===== config.mk =====
export PLATFORM = sky130hd
export DESIGN_NAME = convertidor_bcd_secuencial
export DESIGN_NICKNAME = d
export VERILOG_FILES = /design/src/rtl/convertidor_bcd_secuencial.sv
export SDC_FILE = /design/constraint.sdc
export NUM_CORES = 1
export LEC_CHECK = 0
export ABC_AREA = 1
export BUFFER_PORTS_ARGS = -buffer_cell sky130_fd_sc_hd__buf_2
export CORE_MARGIN = 1.5
export CORE_UTILIZATION = 60
export DETAILED_ROUTE_END_ITERATION = 8
export PLACE_DENSITY = 0.87
export RECOVER_POWER = 100
export SYNTH_ARGS = -nofsm -noshare
export SYNTH_HDL_FRONTEND = slang
export SYNTH_SLANG_ARGS = --single-unit

===== constraint.sdc =====
create_clock -name clk -period 2.36 [get_ports clk]
set_input_delay 0.118 -clock clk [delete_from_list [all_inputs] [get_ports clk]]
set_output_delay 0.118 -clock clk [all_outputs]
set_load 0.02 [all_outputs]

===== src/rtl/convertidor_bcd_secuencial.sv =====
// Sequential binary-to-BCD converter (shift-and-add-3), one input bit per clock.
// Latency: result and valido appear ANCHO cycles after the edge that accepts inicio.
// Backpressure: none; inicio is ignored while ocupado=1, and the result is held until the next FIN.
//
// Ports:
//   clk        system clock, rising edge
//   rst_n      asynchronous active-low reset
//   inicio     start request, accepted in REPOSO or FIN
//   n_binario  unsigned value, captured on an accepted start
//   ocupado    high while shifting
//   valido     one-cycle pulse when bcd/desborde carry a new result
//   bcd        DIGITOS packed BCD digits, digit 0 in bits [3:0]
//   desborde   value did not fit in DIGITOS digits (bcd then reads all nines)
module convertidor_bcd_secuencial #(
    parameter int ANCHO   = 10,
    parameter int DIGITOS = 4
) (
    input  logic                   clk,
    input  logic                   rst_n,
    input  logic                   inicio,
    input  logic [ANCHO-1:0]       n_binario,
    output logic                   ocupado,
    output logic                   valido,
    output logic [4*DIGITOS-1:0]   bcd,
    output logic                   desborde
);

    localparam int ACC_W = 4 * DIGITOS;
    localparam int CNT_W = $clog2(ANCHO + 1);

    // Saturated value presented when the result overflows the digit count.
    localparam logic [ACC_W-1:0] TODO_NUEVES = {DIGITOS{4'h9}};

    typedef enum logic [1:0] {
        REPOSO   = 2'd0,
        DESPLAZA = 2'd1,
        FIN      = 2'd2
    } estado_t;

    estado_t            estado_q, estado_d;
    logic [ANCHO-1:0]   bin_q, bin_d;
    logic [ACC_W-1:0]   acc_q, acc_d;
    logic [CNT_W-1:0]   cnt_q, cnt_d;
    logic               ovf_q, ovf_d;
    logic [ACC_W-1:0]   bcd_q, bcd_d;
    logic               desborde_q, desborde_d;

    // Accumulator after the per-digit add-3 correction, and after the shift.
    logic [ACC_W-1:0]   acc_ajust;
    logic [ACC_W-1:0]   acc_desp;
    logic [ANCHO-1:0]   bin_desp;
    logic               ultimo;

    // Each digit is corrected independently; a digit >= 5 becomes >= 8 so the
    // following shift carries it into the next digit. No inter-digit carry.
    for (genvar k = 0; k < DIGITOS; k++) begin : g_digito
        assign acc_ajust[4*k +: 4] = (acc_q[4*k +: 4] >= 4'd5) ? (acc_q[4*k +: 4] + 4'd3)
                                                               : acc_q[4*k +: 4];
    end

    // {acc, bin} shifted left by one: the binary MSB enters the units digit.
    assign acc_desp = {acc_ajust[ACC_W-2:0], bin_q[ANCHO-1]};
    assign bin_desp = bin_q << 1;

    // cnt_q counts completed shifts, so the shift in progress is the last one
    // when ANCHO-1 shifts are already done.
    assign ultimo = (cnt_q == CNT_W'(ANCHO - 1));

    always_comb begin
        estado_d   = estado_q;
        bin_d      = bin_q;
        acc_d      = acc_q;
        cnt_d      = cnt_q;
        ovf_d      = ovf_q;
        bcd_d      = bcd_q;
        desborde_d = desborde_q;

        case (estado_q)
            REPOSO, FIN: begin
                if (inicio) begin
                    bin_d    = n_binario;
                    acc_d    = '0;
                    cnt_d    = '0;
                    ovf_d    = 1'b0;
                    estado_d = DESPLAZA;
                end else begin
                    estado_d = REPOSO;
                end
            end

            DESPLAZA: begin
                acc_d = acc_desp;
                bin_d = bin_desp;
                cnt_d = cnt_q + CNT_W'(1);
                // A set MSB after correction is about to be shifted out of
                // the accumulator, i.e. the value no longer fits.
                ovf_d = ovf_q | acc_ajust[ACC_W-1];
                if (ultimo) begin
                    estado_d = FIN;
                    if (ovf_d) begin
                        bcd_d      = TODO_NUEVES;
                        desborde_d = 1'b1;
                    end else begin
                        bcd_d      = acc_desp;
                        desborde_d = 1'b0;
                    end
                end
            end

            default: begin
                estado_d = REPOSO;
            end
        endcase
    end

    always_ff @(posedge clk or negedge rst_n) begin
        if (!rst_n) begin
            estado_q   <= REPOSO;
            bin_q      <= '0;
            acc_q      <= '0;
            cnt_q      <= '0;
            ovf_q      <= 1'b0;
            bcd_q      <= '0;
            desborde_q <= 1'b0;
        end else begin
            estado_q   <= estado_d;
            bin_q      <= bin_d;
            acc_q      <= acc_d;
            cnt_q      <= cnt_d;
            ovf_q      <= ovf_d;
            bcd_q      <= bcd_d;
            desborde_q <= desborde_d;
        end
    end

    assign ocupado  = (estado_q == DESPLAZA);
    assign valido   = (estado_q == FIN);
    assign bcd      = bcd_q;
    assign desborde = desborde_q;

endmodule


==> impl_metrics.tcl, run 1 <==
set metrics [dict create \
    fp.dieH_um 67.6 \
    crit_path_start_kind "flip-flop" \
    p_per_area_nw_per_um2 1490 \
    drv_slew 0 \
    max_freq_mhz 518 \
    tritoncts "yes" \
    fin_nets 343 \
    p_clk_frac 0.152 \
    coreArea_sq_um 4000 \
    cp.arrival_ns 1.81 \
    final_common_cell "nand2_1" \
    cts_buffer_depth 2 \
    critPathKind "flip-flop to output pin" \
    slew_headroom 0.0112 \
    cp.required_ns 2.24 \
    area_delta_synth_final_pct 8.30 \
    clk_latency_ns 0.31 \
    n_antenna_cell 0 \
    seqCellArea_sq_um 1250 \
    first_iter_violations 179 \
    synth-seq-area-share 0.500 \
    final_core_util 0.678 \
    wl_mm 5.14 \
    num-fill-cells 334 \
    ios 32 \
    multiInputGateArea_sq_um 976 \
    drive_above_1_share 0.0813 \
    preCtsSetupSlack_ns 0.723 \
    gp_congestion 0.890 \
    grtUsageTotal 0.260 \
    switchingPower_mw 1.83 \
    ys.warnings.count 0 \
    dpl.hpwl_mm 3.72 \
    sw_frac_of_total 0.453 \
    p_comb_frac 0.476 \
    grt_max_degree 29 \
    wl_per_cell_um 13.9 \
    fin_crit_sh 0.818 \
    most-common-layout-cells "nand2_1, dfrtp_1, inv_1, nor2_1, o21ai_0" \
    vias_per_cell 5.58 \
    fin_cells 370 \
    max_cap_viol_count 0 \
    period_needed_ns 1.93 \
    fin_ws_ns 0.431 \
    end_kind "output pin" \
    synth-seq-cells 50 \
    ys_types 26 \
    peakVddDrop_uv 813 \
    dieWidth_um 67.6 \
    outcome "finished clean" \
    grt_pass1_wl_mm 8.78 \
    cts_root_buf "clkbuf_8" \
    postCtsResizedCells 0 \
    crit_fanout 21 \
    antenna_left 0 \
    grt-ovfl-total 0 \
    design_area_sq_um 2710 \
    skew_ns 0.0112 \
    dieArea_sq_um 4570 \
    std_cell_rows 23 \
    dp_cells 362 \
    grt_pass1_vias 1982 \
    drt_first_pass_iters 5 \
    leakagePower_nw 1.33 \
    placed_cell_area_sq_um 2670 \
    drc_errors 0 \
    cts_made_buffers 5 \
    io_buffer_count 31 \
    fin_setup_tns_ns 0 \
    worstMarginPinSlew_ns 1.48 \
    seq_power_share 0.372 \
    clk_pin_slew_ns 0.08 \
    hold_viol_final 0 \
    holdCritPathClass "input port to flip-flop" \
    start_util 0.626 \
    avgSynthCellArea_sq_um 8.78 \
    antenna_found_initial 0 \
    vias 2063 \
    syn_inst 285 \
    cts.sinks 50 \
    p_int_mw 2.21 \
    syn_nets 308 \
    h-tree-depth 2 \
    rsz0062_at_grt "false" \
    setup_violations 0 \
    syn-cell-area_sq_um 2500 \
]
==> cells in the mapped netlist, drive strengths merged <==
cell type  instances  area (sq um)
xnor2              1          8.76
nand3             19           105
o221ai             7          61.3
a21oi              4          23.8
nor2              36           143
o211ai             2          20.0
dfrtp             50          1250
o22ai              8          81.3
ha                10           125
nand4              8          62.6
inv               41           154
xor2               1          8.76
o21ai             28           140
nand2             63           246
buf                7          72.6
==> registers in the layout (all words and copies together), names as in the netlist <==
| name | count |
|---|---|
| ovf_q | 1 |
| bcd | 16 |
| estado_q | 2 |
| desborde | 1 |
| bin_q | 10 |
| acc_q | 16 |
| cnt_q | 4 |
==> through the flow <==
stage	power [mW]	hold slack (ns)
2_1_floorplan	3.12	-0.178
3_3_place_gp	3.47	0.113
3_5_place_dp	3.58	0.126
4_1_cts	4.20	0.0140
5_1_grt	4.43	0.0377
6_report	4.05	0.0204
==> power groups by stage <==
stage               sequential [mW]  clock, mW  combinational, mW
finish                         1.51      0.613               1.93
global route                   1.56      0.653               2.22
CTS                            1.50      0.619               2.08
detailed placement             1.51          0               2.06
global placement               1.50          0               1.97
floorplan                      1.61          0               1.51
==> what timing repair did <==
| item | 4_1_cts | 5_1_grt |
|---|---|---|
| buffers inserted | 0 | 0 |
| hold buffers | 1 | 0 |
| hold endpoints to repair | 50 | 0 |
==> worst max-delay path, cell delays in order (launching register included) <==
cell	delay, ns
dfrtp_1	0.37
inv_1	0.08
nand2_2	0.26
inv_1	0.51
clkbuf_1	0.28
==> worst paths after layout <==
kind	startpoint	slack [ns]	end	cells after the start
min in group asynchronous	rst_n	0.67	acc_q[5]$_DFFE_PN0P_	3
max reg2reg	estado_q[1]$_DFFE_PN0P_	0.65	bcd[13]$_DFFE_PN0P_	7
max	estado_q[1]$_DFFE_PN0P_	0.43	ocupado	4
min reg2reg	bcd[14]$_DFFE_PN0P_	0.49	bcd[14]$_DFFE_PN0P_	2
min	n_binario[6]	0.02	bin_q[6]$_DFFE_PN0P_	3
max in group asynchronous	rst_n	0.67	bin_q[5]$_DFFE_PN0P_	3
==> layout make-up <==
type / instances / area share
clock buffer: 6 / 0.0305
clock inverter: 1 / 0.0111
inverter: 41 / 0.0568
multi-input combinational: 187 / 0.360
sequential: 50 / 0.461
tap: 50 / 0.0231
timing repair buffer: 35 / 0.0572
==> kinds of logic (layout without fill, tap and decap cells) <==
kind of cell | Yosys count | in the layout | synth area share
flops | 50 | 50 | 0.500
buf+inv | 48 | 83 | 0.0904
xor+xnor | 2 | 2 | 0.00700
compound gates | 49 | 49 | 0.130
simple gates | 126 | 126 | 0.222
fa+ha+maj | 10 | 10 | 0.0500
==> layer usage <==
metal / up-vias / wire (um) / GRT usage
met1: 980 / 2120 / 0.334
met3: 11 / 351 / 0.0550
met4: 0 / 97 / 0.107
met5: - / 0 / 0
li1: 999 / - / -
met2: 73 / 2570 / 0.426
Power figures use the tool's default switching activity.
==> run 2: changes to the inputs <==
--- a/config.mk
+++ b/config.mk
@@ -8,9 +8,9 @@
 export ABC_AREA = 1
 export BUFFER_PORTS_ARGS = -buffer_cell sky130_fd_sc_hd__buf_2
 export CORE_MARGIN = 1.5
-export CORE_UTILIZATION = 60
+export CORE_UTILIZATION = 52
 export DETAILED_ROUTE_END_ITERATION = 8
-export PLACE_DENSITY = 0.87
+export PLACE_DENSITY = 0.81
 export RECOVER_POWER = 100
 export SYNTH_ARGS = -nofsm -noshare
 export SYNTH_HDL_FRONTEND = slang
==> constraint.sdc (replaced) <==
create_clock -name clk -period 1.7 [get_ports clk]
set_input_delay 0.085 -clock clk [delete_from_list [all_inputs] [get_ports clk]]
set_output_delay 0.085 -clock clk [all_outputs]
set_load 0.02 [all_outputs]
==> impl_metrics.tcl, run 2 (same netlist as run 1, synthesis figures left out) <==
set metrics [dict create \
    cp.required_ns 1.90 \
    gr-usage-met2 0.368 \
    drt_first_pass_iters 4 \
    crit_top_cell "nand2_1" \
    cts_made_buffers 5 \
    final_common_cell "nand2_1" \
    drive_above_1_share 0.109 \
    h-tree-depth 2 \
    sw_frac_of_total 0.454 \
    crit_path_start_kind "flip-flop" \
    switchingPower_mw 2.53 \
    slowest_stage "dfrtp_1" \
    std_cell_rows 25 \
    io_buffer_count 31 \
    max_freq_mhz 645 \
    drc_errors 0 \
    gp_congestion 0.842 \
    setup_violations 0 \
    worstSetupStartpoint "acc_q[13]$_DFFE_PN0P_" \
    first_iter_violations 175 \
    most-common-layout-cells "nand2_1, dfrtp_1, inv_1, nor2_1, o21ai_0" \
    fin_nets 352 \
    r2r-start "acc_q[13]$_DFFE_PN0P_" \
    grt_pass1_wl_mm 8.74 \
    clk_pin_slew_ns 0.09 \
    post_cts_buffers 0 \
    timing.rr.end "bcd[13]$_DFFE_PN0P_" \
    fp.dieH_um 72.4 \
    vias_per_cell 5.31 \
    area_delta_synth_final_pct 12.4 \
    cp_cell_sequence "inv_1, ha_1, inv_1, a21oi_1, nand2_1, nand3_1, nor2_1, nand2_1, nand2_1" \
    drv_slew 0 \
    coreArea_sq_um 4690 \
    ios 32 \
    antenna_found_initial 0 \
    grt_max_degree 51 \
    antenna_left 0 \
    holdCritPathClass "input port to flip-flop" \
    fin_setup_tns_ns 0 \
    clk_latency_ns 0.30 \
    cp.arrival_ns 1.75 \
    outcome "finished clean" \
    tritoncts "yes" \
    end_kind "flip-flop" \
    skew_ns 0.00284 \
    leakagePower_nw 1.39 \
    rsz0062_at_grt "false" \
    cp-endpoint "bcd[13]$_DFFE_PN0P_" \
    dpl.hpwl_mm 3.59 \
    globalRoute.busiestLayer "met2" \
    dieWidth_um 72.4 \
    slew_headroom 0.196 \
    fin_crit_sh 0.912 \
    n_antenna_cell 0 \
    period_needed_ns 1.55 \
    p_comb_frac 0.486 \
    hold_viol_final 0 \
    worstMarginPinSlew_ns 1.21 \
    cpPeakStageDelay_ns 0.40 \
    rrSetupSlack_ns 0.15 \
    total_power_mw 5.58 \
    grtUsageTotal 0.214 \
    critPathKind "flip-flop to flip-flop" \
    p_per_area_nw_per_um2 1980 \
    use_met1 0.271 \
    grt-ovfl-total 0 \
    cts_root_buf "clkbuf_8" \
    p_clk_frac 0.144 \
    wl_mm 5.21 \
    max_cap_viol_count 0 \
    dieArea_sq_um 5240 \
    seq_power_share 0.371 \
    grt_pass1_vias 2027 \
    crit_fanout 6 \
    met3_usage 0.0444 \
    r2r_cells 9 \
    p_int_mw 3.05 \
    cts.sinks 50 \
    cts_buffer_depth 2 \
    start_util 0.534 \
    peakVddDrop_uv 803 \
    vias 2040 \
    wl_per_cell_um 13.6 \
]
run 2: cell count changes in the layout (fill, tap and decap cells not counted), moves of 2 or more:
cell,previous run,this run
buf_4,1,3
clkbuf_1,22,18
clkbuf_2,0,2
clkbuf_8,6,8
dlygate4sd3_1,1,9
inv_1,39,37
inv_2,2,4
run 2: what timing repair did:
action                    4_1_cts  5_1_grt
hold buffers                    9        0
gates resized for setup         0        0
hold endpoints to repair       58        0
run 2: power by group through the flow:
stage / Clock, mW / Combinational, mW / Sequential, mW
global placement: 0 / 2.77 / 2.06
global route: 0.857 / 3.06 / 2.14
detailed placement: 0 / 2.89 / 2.08
CTS: 0.815 / 2.92 / 2.06
floorplan: 0 / 2.09 / 2.23
finish: 0.803 / 2.71 / 2.07
run 2: final cells by class:
cell class	count	area [sq um]
inverter	41	154
timing repair buffer	44	250
clock buffer	8	110
tap	54	67.6
sequential	50	1250
fill	428	1880
multi-input combinational	187	982
run 2: per-stage QoR:
step	hold WS (ns)	util	instances	setup slack [ns]	instance area (sq um)
finish	0.00965	0.600	384	0.150	2820
global route	0.0179	0.600	384	0.0235	2820
CTS	0.00532	0.617	384	0.136	2900
detailed placement	0.0923	0.575	367	0.211	2700
global placement	0.0952	0.575	367	0.191	2700
floorplan	-0.211	-	285	0.383	2500
run 2: worst min-delay path by stage:
stage	from	to	slack, ns	cells past startpoint
after floorplan	rst_n	acc_q[0]$_DFFE_PN0P_	-0.21	0
after global routing	n_binario[4]	bin_q[4]$_DFFE_PN0P_	0.02	3
after detailed placement	rst_n	bcd[6]$_DFFE_PN0P_	0.09	2
final	n_binario[4]	bin_q[4]$_DFFE_PN0P_	0.01	3
after CTS	n_binario[4]	bin_q[4]$_DFFE_PN0P_	0.005	3
after global placement	rst_n	bcd[6]$_DFFE_PN0P_	0.1	2
run 2: metal layers:
metal  vias up  part of all wire
met2        57              0.49
met4         0             0.014
met5         -                 0
met1       951              0.45
met3         8             0.041
li1       1024                 -
run 2: critical path: cells and delay by family, from the launching register on:
| kind | cells | cell delay [ns] |
|---|---|---|
| and+or+nand+nor | 5 | 0.53 |
| DFF | 1 | 0.40 |
| adders and majority gates | 1 | 0.19 |
| AOI/OAI and AO/OA | 1 | 0.15 |
| buffers and inverters | 2 | 0.17 |
==> run 3: changes to the inputs <==
--- a/config.mk
+++ b/config.mk
@@ -8,9 +8,9 @@
 export ABC_AREA = 1
 export BUFFER_PORTS_ARGS = -buffer_cell sky130_fd_sc_hd__buf_2
 export CORE_MARGIN = 1.5
-export CORE_UTILIZATION = 52
+export CORE_UTILIZATION = 40
 export DETAILED_ROUTE_END_ITERATION = 8
-export PLACE_DENSITY = 0.81
+export PLACE_DENSITY = 0.68
 export RECOVER_POWER = 100
 export SYNTH_ARGS = -nofsm -noshare
 export SYNTH_HDL_FRONTEND = slang
==> impl_metrics.tcl, run 3 (same netlist as run 1, synthesis figures left out) <==
set metrics [dict create \
    outcome "finished clean" \
    dieWidth_um 82.1 \
    p_per_area_nw_per_um2 1960 \
    fin_setup_tns_ns 0 \
    p_int_mw 3.11 \
    p_clk_frac 0.152 \
    multiInputGateArea_sq_um 997 \
    slowest_stage "dfrtp_1" \
    seq_power_share 0.361 \
    h-tree-depth 2 \
    cp.arrival_ns 1.46 \
    grt_pass1_vias 2088 \
    gp_congestion 0.785 \
    wl_mm 5.26 \
    rsz0062_at_grt "false" \
    dieArea_sq_um 6740 \
    ios 32 \
    total_power_mw 5.69 \
    critPathKind "flip-flop to output pin" \
    grt-ovfl-total 0 \
    seqCellArea_sq_um 1250 \
    grt_max_degree 30 \
    worstMarginPinSlew_ns 1.28 \
    fp.dieH_um 82.1 \
    num-fill-cells 589 \
    final_core_util 0.485 \
    cpLargestDelayFamily "buffers and inverters" \
    clk_latency_ns 0.31 \
    grtUsageTotal 0.185 \
    slew_headroom 0.149 \
    io_buffer_count 31 \
    fin_nets 355 \
    dpl.hpwl_mm 3.66 \
    tritoncts "yes" \
    crit_path_start_kind "flip-flop" \
    end_kind "output pin" \
    first_iter_violations 149 \
    crit_fanout 15 \
    period_needed_ns 1.54 \
    switchingPower_mw 2.57 \
    cts_buffer_depth 2 \
    timing.critical_path.buf_inv 3 \
    cp_cell_sequence "inv_1, nand2_2, inv_2, buf_2" \
    cpPeakStageDelay_ns 0.38 \
    start_util 0.418 \
    drv_slew 0 \
    std_cell_rows 28 \
    vias_per_cell 5.02 \
    drc_errors 0 \
    cts_root_buf "clkbuf_8" \
    cts.sinks 50 \
    design_area_sq_um 2900 \
    r2r_cells 9 \
    antenna_found_initial 0 \
    dp_cells 388 \
    whs_path_depth 3 \
    max_freq_mhz 648 \
    fin_ws_ns 0.158 \
    final_common_cell "nand2_1" \
    worstHoldStart "n_binario[8]" \
    p_comb_frac 0.487 \
    fin_crit_sh 0.907 \
    setup_violations 0 \
    grt_pass1_wl_mm 9.47 \
    wl_per_cell_um 12.9 \
    most-common-layout-cells "nand2_1, dfrtp_1, inv_1, nor2_1, o21ai_0" \
    rrSetupSlack_ns 0.19 \
    preCtsSetupSlack_ns 0.118 \
    max_cap_viol_count 0 \
    drt_first_pass_iters 4 \
    area_delta_synth_final_pct 15.9 \
    drive_above_1_share 0.120 \
    clk_pin_slew_ns 0.10 \
    vias 2048 \
    holdCritPathClass "input port to flip-flop" \
    leakagePower_nw 1.41 \
    sw_frac_of_total 0.453 \
    placed_cell_area_sq_um 2720 \
    skew_ns 0.00857 \
    r2r-start "acc_q[13]$_DFFE_PN0P_" \
    timing.hold.ws_ns 0.0233 \
    n_antenna_cell 0 \
    cts_made_buffers 5 \
    coreArea_sq_um 5990 \
    hold_viol_final 0 \
    antenna_left 0 \
    peakVddDrop_uv 823 \
    hold_end "bin_q[8]$_DFFE_PN0P_" \
    fin_cells 408 \
    cp.required_ns 1.62 \
    timing.rr.end "bcd[13]$_DFFE_PN0P_" \
]
run 3: changes by cell type in the layout (fill, tap and decap cells not counted), sizes merged:
cell,change
clkbuf,-4
clkinvlp,+2
buf,+3
bufinv,+1
dlygate4sd3,+1
run 3: layer usage:
metal	GRT usage	wire length, um
met5	0	0
met2	0.284	2390
met1	0.248	2520
met3	0.0374	261
met4	0.0915	91
run 3: power by group through the flow:
stage          registers (mW)  logic [mW]  clock network (mW)
6_report                 2.06        2.77               0.865
5_1_grt                  2.14        3.21               0.942
4_1_cts                  2.05        2.91               0.892
3_5_place_dp             2.07        2.89                   0
3_3_place_gp             2.06        2.82                   0
2_1_floorplan            2.23        2.09                   0
run 3: layout make-up:
| class | count | share of cell area |
|---|---|---|
| sequential | 50 | 0.431 |
| multi-input combinational | 187 | 0.344 |
| timing repair buffer | 47 | 0.101 |
| inverter | 41 | 0.0530 |
| tap | 75 | 0.0323 |
| clock buffer | 5 | 0.0237 |
| clock inverter | 3 | 0.0155 |
run 3: worst max path at each step:
| stage | from | endpoint | slack, ns | depth (start not counted) |
|---|---|---|---|---|
| after floorplan | acc_q[12]$_DFFE_PN0P_ | bcd[14]$_DFFE_PN0P_ | 0.38 | 9 |
| after global placement | cnt_q[1]$_DFFE_PN0P_ | bcd[0]$_DFFE_PN0P_ | 0.17 | 7 |
| after detailed placement | cnt_q[1]$_DFFE_PN0P_ | bcd[8]$_DFFE_PN0P_ | 0.12 | 7 |
| after CTS | estado_q[1]$_DFFE_PN0P_ | ocupado | 0.09 | 4 |
| after global routing | acc_q[12]$_DFFE_PN0P_ | bcd[13]$_DFFE_PN0P_ | 0.03 | 8 |
| final | estado_q[1]$_DFFE_PN0P_ | ocupado | 0.16 | 4 |
run 3: what timing repair did:
action                                  4_1_cts  5_1_grt
buffers inserted                              0        2
hold buffers                                 10        0
resized for setup                             0        1
endpoints found under the setup margin        0        4
endpoints found under the hold margin        30        0
run 3: tightest hold or removal path, stage by stage:
cell	delay [ns]
buf_2	0.08
nand2_1	0.05
o211ai_1	0.08
